File: config.mk
export PLATFORM = sky130hd
export DESIGN_NAME = spi_controller
export DESIGN_NICKNAME = d
export VERILOG_FILES = /design/src/rtl/spi_controller.sv
export SDC_FILE = /design/constraint.sdc
export NUM_CORES = 1
export LEC_CHECK = 0
export ABC_AREA = 0
export BUFFER_PORTS_ARGS = -buffer_cell sky130_fd_sc_hd__buf_2
export CORE_UTILIZATION = 56
export CTS_CLUSTER_DIAMETER = 100
export DETAILED_ROUTE_END_ITERATION = 10
export PLACE_DENSITY = 0.85
export SETUP_SLACK_MARGIN = 0.3
export SYNTH_ARGS = -nofsm -noshare
export SYNTH_HDL_FRONTEND = slang
export SYNTH_SLANG_ARGS = --single-unit
File: constraint.sdc
create_clock -name clk -period 3.3 [get_ports clk]
set_input_delay 0.165 -clock clk [delete_from_list [all_inputs] [get_ports clk]]
set_output_delay 0.165 -clock clk [all_outputs]
set_load 0.02 [all_outputs]
File: src/rtl/spi_controller.sv
// spi_controller: mode-0 write-only SPI initiator sending {1'b1, addr, wdata} MSB first.
// SCLK, nCS and COPI are registered from next-state values, so each output follows state exactly.
module spi_controller #(
  parameter int CLK_DIV  = 4,
  parameter int CS_SETUP = 4,
  parameter int CS_HOLD  = 4,
  parameter int CS_GAP   = 8
) (
  input  logic       clk,
  input  logic       rst_n,
  input  logic       start,
  input  logic [6:0] addr,
  input  logic [7:0] wdata,
  output logic       ready,
  output logic       busy,
  output logic       done,
  output logic       SCLK,
  output logic       nCS,
  output logic       COPI
);
  typedef enum logic [2:0] {IDLE, SETUP, SHIFT, HOLD, GAP} state_t;
  localparam logic [7:0] SETUP_END = 8'(CS_SETUP - 1);
  localparam logic [7:0] DIV_END   = 8'(CLK_DIV - 1);
  localparam logic [7:0] HOLD_END  = 8'(CS_HOLD - 1);
  localparam logic [7:0] GAP_END   = 8'(CS_GAP - 1);
  state_t      state_q, state_d;
  logic [7:0]  cnt_q, cnt_d;
  logic [3:0]  idx_q, idx_d;
  logic        hi_q, hi_d;
  logic [15:0] frame_q, frame_d;
  logic        sclk_q, sclk_d, ncs_q, ncs_d, copi_q, copi_d, busy_q, busy_d, done_q, done_d;
  always_comb begin
    state_d = state_q;
    cnt_d   = cnt_q + 8'd1;
    idx_d   = idx_q;
    hi_d    = hi_q;
    frame_d = frame_q;
    done_d  = 1'b0;
    case (state_q)
      IDLE: begin
        cnt_d = 8'd0;
        idx_d = 4'd15;
        if (start) begin
          state_d = SETUP;
          frame_d = {1'b1, addr, wdata};
        end
      end
      SETUP: if (cnt_q == SETUP_END) begin
        state_d = SHIFT;
        cnt_d   = 8'd0;
        hi_d    = 1'b0;
      end
      // index only moves at the end of a high phase, so COPI changes exactly when SCLK falls
      SHIFT: if (cnt_q == DIV_END) begin
        cnt_d = 8'd0;
        hi_d  = !hi_q;
        if (hi_q) begin
          if (idx_q == 4'd0) state_d = HOLD;
          else idx_d = idx_q - 4'd1;
        end
      end
      HOLD: if (cnt_q == HOLD_END) begin
        state_d = GAP;
        cnt_d   = 8'd0;
      end
      GAP: if (cnt_q == GAP_END) begin
        state_d = IDLE;
        cnt_d   = 8'd0;
        done_d  = 1'b1;
      end
      default: state_d = IDLE;
    endcase
    ncs_d  = !(state_d == SETUP || state_d == SHIFT || state_d == HOLD);
    sclk_d = (state_d == SHIFT) && hi_d;
    copi_d = (state_d == IDLE || state_d == GAP) ? 1'b0 : frame_d[idx_d];
    busy_d = state_d != IDLE;
  end
  always_ff @(posedge clk or negedge rst_n) begin
    if (!rst_n) begin
      state_q <= IDLE;
      cnt_q   <= 8'd0;
      idx_q   <= 4'd0;
      hi_q    <= 1'b0;
      frame_q <= 16'd0;
      sclk_q  <= 1'b0;
      ncs_q   <= 1'b1;
      copi_q  <= 1'b0;
      busy_q  <= 1'b0;
      done_q  <= 1'b0;
    end else begin
      state_q <= state_d;
      cnt_q   <= cnt_d;
      idx_q   <= idx_d;
      hi_q    <= hi_d;
      frame_q <= frame_d;
      sclk_q  <= sclk_d;
      ncs_q   <= ncs_d;
      copi_q  <= copi_d;
      busy_q  <= busy_d;
      done_q  <= done_d;
    end
  end
  assign ready = state_q == IDLE;
  assign busy  = busy_q;
  assign done  = done_q;
  assign SCLK  = sclk_q;
  assign nCS   = ncs_q;
  assign COPI  = copi_q;
endmodule

* Yosys cells after proc, flatten, opt, wreduce, memory -nomap -nowiden *
Cells that the tools add are included.

word-level totals
  word-level logic and storage cells = 59
  flip-flop bits (word level) = 37
  output and inout bits = 6
  input port bits = 18

cells by class
  reductions and logical operators = 11
  add/subtract/negate cells = 2
  equal/unequal tests = 10
  multiplexer cells = 25
  order comparisons = 1

operators by type and width
  cell                 count
  $mux 16              2
  $pmux 8 s3           1
  $mux 3               7
  $mux 8               2
  $pmux 3 s5           1
  $eq 3x2->1 const B   4
  $mux 4               3
  $add 8x1->8 const B  1
  $eq 8x2->1 const B   1
  $eq 8x3->1 const B   1
  $pmux 4 s2           1
  $eq 3x1->1 const B   2
  $eq 3x3->1 const B   2
  $logic_not 3->1      2
  $mux 1               6
  $lt 4x5->1 const B   1
  $bmux 1 s4           1
  $logic_not 4->1      1
  $sub 4x1->4 const B  1
  $logic_or 1x1->1     3
  $reduce_bool 3->1    1
  $reduce_or 3->1      1
  $logic_not 1->1      2
  $pmux 1 s2           1
  $logic_and 1x1->1    1

* Longest topological paths before layout *
  word-level depth = 9
  depth in mapped cells = 10
  mapped depth without buffers = 10

* Worst setup path before layout *
OpenSTA, ideal clock, no wires.

  kind = register to register
  from = register idx_q[0]
  to = register copi_q, in the netlist COPI
  stages on the path, launching flop included = 10
  path buffers = 0
  setup time = 0.087 ns
  slack = 0.687 ns
  data arrival time = 2.526 ns
  period minus slack after synthesis = 2.613 ns
  data required time = 3.213 ns
  cells stage by stage = dfrtp_1 inv_1 ha_1 or3b_1 nand4_1 nor2_1 a311oi_2 mux2_2 mux2_2 a211oi_2

between the ends
  word-level cells in the longest chain between the ends = 8
  elaborated cells between the ends (all ways) = 16
  classes of those cells = add/sub (1); eq/ne (1); mux (11); reduce/logical (3)

RTL lines
  item                                            line    source
  from (decl)                                     28      logic [3:0] idx_q, idx_d;
  from (signal assigned)                          93      idx_q <= idx_d;
  $sub 4x1->4 or $logic_not 4->1 (tied branches)  59, 58
  $mux 4 *                                        58      if (idx_q == 4'd0) state_d = HOLD;
  $mux 4 *                                        57      if (hi_q) begin
  $mux 4 *                                        54      SHIFT: if (cnt_q == DIV_END) begin
  $pmux 4 s2 *                                    39      case (state_q)
  named net idx_d[1]                              28
  $bmux 1 s4 *                                    75      copi_d = (state_d == IDLE || state_d == GAP) ? 1'b0 : frame_d[idx_d];
  $mux 1 (not written as such) *                  75
  $mux 1 *                                        75
  named net copi_d                                31      logic sclk_q, sclk_d, ncs_q, ncs_d, copi_q, copi_d, busy_q, busy_d, done_q, done_d;
  to (signal assigned)                            98      copi_q <= copi_d;
  to (decl)                                       31

Mark *: on every way through the listed nets, which the timed path passes. The rest lies on a longest branch. The select of a mux whose other input is x is not followed.

* Worst setup path after layout *
  from = register state_q[1]
  to = register copi_q, in the netlist COPI

between the ends
  elaborated cells between the ends (all ways) = 21
  classes of those cells = eq/ne (5); mux (13); reduce/logical (3)

RTL lines
  item                          line  source
  from (decl)                   26    state_t state_q, state_d;
  from (signal assigned)        91    state_q <= state_d;
  $logic_not 3->1               39
  $mux 16                       39
  named net frame_d[0]          30    logic [15:0] frame_q, frame_d;
  $bmux 1 s4                    75
  $mux 1 (not written as such)  75
  $mux 1                        75
  named net copi_d              31

The timed path passes the listed nets, and every way through them passes these cells. The select of a mux whose other input is x is not followed.

==> run metrics <==
status finished clean; pre-CTS setup slack 0.3518 ns; Max Cap Viol 0; Cell Rows 20; worst path required time around 3.6 ns; vias in the first global route ~1.2k; mapped cell area around 1900 µm²; fin. max-slew vios 0; register area share after synthesis about 50%; fin crit period ~2.8 ns; Inserted Diodes 0; Initial DRT Pass Iterations 4; pwr dens between 700 and 800 nW/µm²; setup_tns 0 ns; Area growth, synth to finish 11.56%; final worst slack around 0.53 ns; Reg-to-Reg End COPI; gpl congestion approximately 0.84; Worst path max stage delay a little over 0.6 ns; Post-Syn Area per Cell 11.28 µm²; clock skew approximately 0.011 ns; Crit Path Class reg2reg; core area approximately 3100 µm²; vias between 1k and 1.5k; buffers added on ports 23; Synthesis Warnings 0; design area 2064 µm²; unique cell type count in the Yosys netlist 43; CP dominant cell by count mux2_2; Clock Tree Root clkbuf_4; initial drt markers between 50 and 60; initial antenna violation count 0; startpoint type of the worst setup path register; Post-Route WL ~3300 µm; Worst Hold Class in2reg; Tcrit/Tclk final between 80% and 90%; wire length of the first global-routing pass around 5400 µm; vias per cell ~5.5; worst reg2reg setup slack ~0.53 ns; Hold Startpoint wdata[1]; post-layout util 66.53%; largest net degree at the start of global routing 38; Fillers 241; Final ANT Viol Nets 0; worst-path cell chain nor3_4 > and2_1 > mux2_2 > mux2i_1 > mux2_2 > mux2_2 > a211oi_2; final setup fails 0; Final nets about 210; Slew @ Worst Pin 0.7924 ns; Avg WL per Cell around 14 µm; initial core utilization about three fifths; CP Buf/Inv Count 0; DRC viols 0; share of layout cells above drive strength 1 32.63%; chip height 59.49 µm; clk buf depth 2; RSZ-0062 raised after global routing no; instance count of the mapped netlist 164; Max IR drop VDD approximately 0.42 mV; Peak Freq 360.4 MHz; CP Capture Type register; most common cell after layout, fill and taps aside dfrtp_1; Reg clk slew, reported paths roughly 0.10 ns; total power around 1.6 mW; Worst EP arrival 3.03 ns; syn nets roughly 190; worst r2r src state_q[1]; total die area roughly 3500 µm²; CP max stage cell and2_1; Hold Fails Final Rpt 0; Die X-Extent 59.49 µm; Inserted Clock Buffers 5; grt ovf 0; Hold Path Sink frame_q[1]; worst skew pair latency 0.33 ns; clk sinks 37; Hold Path Stages 2; dpl hpwl between 2000 and 2500 µm; Max FO, Critical Path 15; CP delay by family, top simple AND/OR/NAND/NOR gates; leakage power between 0.8 and 0.9 nW; CTS tree built; # IOs 24; most frequent cells in the layout dfrtp_1 (36), buf_2 (23), nor2_1 (21); placed cell area 1981 µm²; Register-to-Register Path Depth 7; Slew Limit Headroom roughly 47%; GR Util All Layers 21.13%; H-tree depth 2; Synth Register Bits 37
## cells in the mapped netlist, drive strengths merged
library cell / count / area [µm²]
a211o: 1 / 8.760
a211oi: 2 / 20.02
a21o: 1 / 8.760
a21oi: 6 / 41.29
a221oi: 1 / 8.760
a2bb2oi: 1 / 8.760
a311oi: 1 / 15.01
a31oi: 2 / 12.51
and2: 1 / 6.260
and3: 2 / 12.51
and3b: 1 / 8.760
and4: 1 / 11.26
buf: 6 / 43.79
clkbuf: 1 / 3.750
dfrtp: 36 / 900.9
dfstp: 1 / 26.28
ha: 3 / 37.54
inv: 10 / 37.54
mux2: 19 / 214.0
mux2i: 7 / 70.07
nand2: 10 / 37.54
nand3: 7 / 47.55
nand4: 1 / 6.260
nor2: 21 / 78.83
nor3: 4 / 36.29
nor3b: 1 / 7.510
nor4: 1 / 6.260
nor4b: 1 / 23.77
o21ai: 2 / 10.01
o21bai: 1 / 7.510
o22ai: 1 / 6.260
or2: 2 / 12.51
or3: 2 / 12.51
or3b: 1 / 8.760
xnor2: 2 / 17.52
xor2: 4 / 35.03
## per-stage QoR
step	std cells	hold slack (ns)
6_report	234	0.07422
5_1_grt	234	0.07516
4_1_cts	233	0.06814
3_5_place_dp	225	0.2939
3_3_place_gp	225	0.2823
2_1_floorplan	164	-0.1306
## worst max-delay path by stage
stage	depth (start not counted)	slack, ns	endpoint	startpoint
floorplan	9	0.69	COPI	idx_q[0]
global placement	9	0.58	COPI	idx_q[0]
detailed placement	9	0.35	COPI	idx_q[0]
CTS	9	0.33	COPI	idx_q[0]
global route	7	0.35	COPI	state_q[1]
finish	7	0.53	COPI	state_q[1]
## cell type report
class                      instances  area [µm²]  area share, %
clock buffer                       7       55.05          2.667
inverter                          10       37.54          1.818
multi-input combinational        110       849.6          41.15
sequential                        37       927.1          44.91
tap                               44       55.05          2.667
timing repair buffer              26       140.1          6.788
## kinds of logic after synthesis
group | after synthesis | synth area share (%)
multiplexers | 26 | 15.35
adder cells (fa/ha/maj) | 3 | 2.029
flip-flops | 37 | 50.10
XOR/XNOR | 6 | 2.840
AND/OR/NAND/NOR | 56 | 17.11
AO/OA/AOI/OAI | 19 | 7.979
buffers and inverters | 17 | 4.598
## sequential cells by signal, summed over array words and instances (netlist names)
name and flops:
COPI 1, SCLK 1, busy 1, cnt_q 8
done 1, frame_q 16, hi_q 1, idx_q 4
nCS 1, state_q 3
## repair_timing
| action | 4_1_cts | 5_1_grt |
|---|---|---|
| hold endpoints to repair | 36 | 0 |
| setup endpoints to repair | 0 | 1 |
| resized for setup | 0 | 1 |
| buffers inserted | 0 | 1 |
| hold buffers | 1 | 0 |
## worst register-to-register path, delay by kind of cell, from the launching register on
kind | cells | cell delay [ns]
AOI/OAI and AO/OA | 1 | 0.21
muxes | 4 | 0.91
and+or+nand+nor | 2 | 1.04
DFF | 1 | 0.54
## where the power goes
group | switching (mW) | total [mW] | internal [mW]
registers | 0.111 | 0.725 | 0.614
logic | 0.352 | 0.665 | 0.313
clock network | 0.131 | 0.232 | 0.101
## layer usage
metal	GRT usage [%]	vias to the layer above	wire length (µm)
met4	7.823	0	53
li1	-	618	-
met3	5.240	7	159
met2	34.67	41	1616
met1	26.96	613	1422
met5	0	-	0
(Power assumes the default switching activity.)
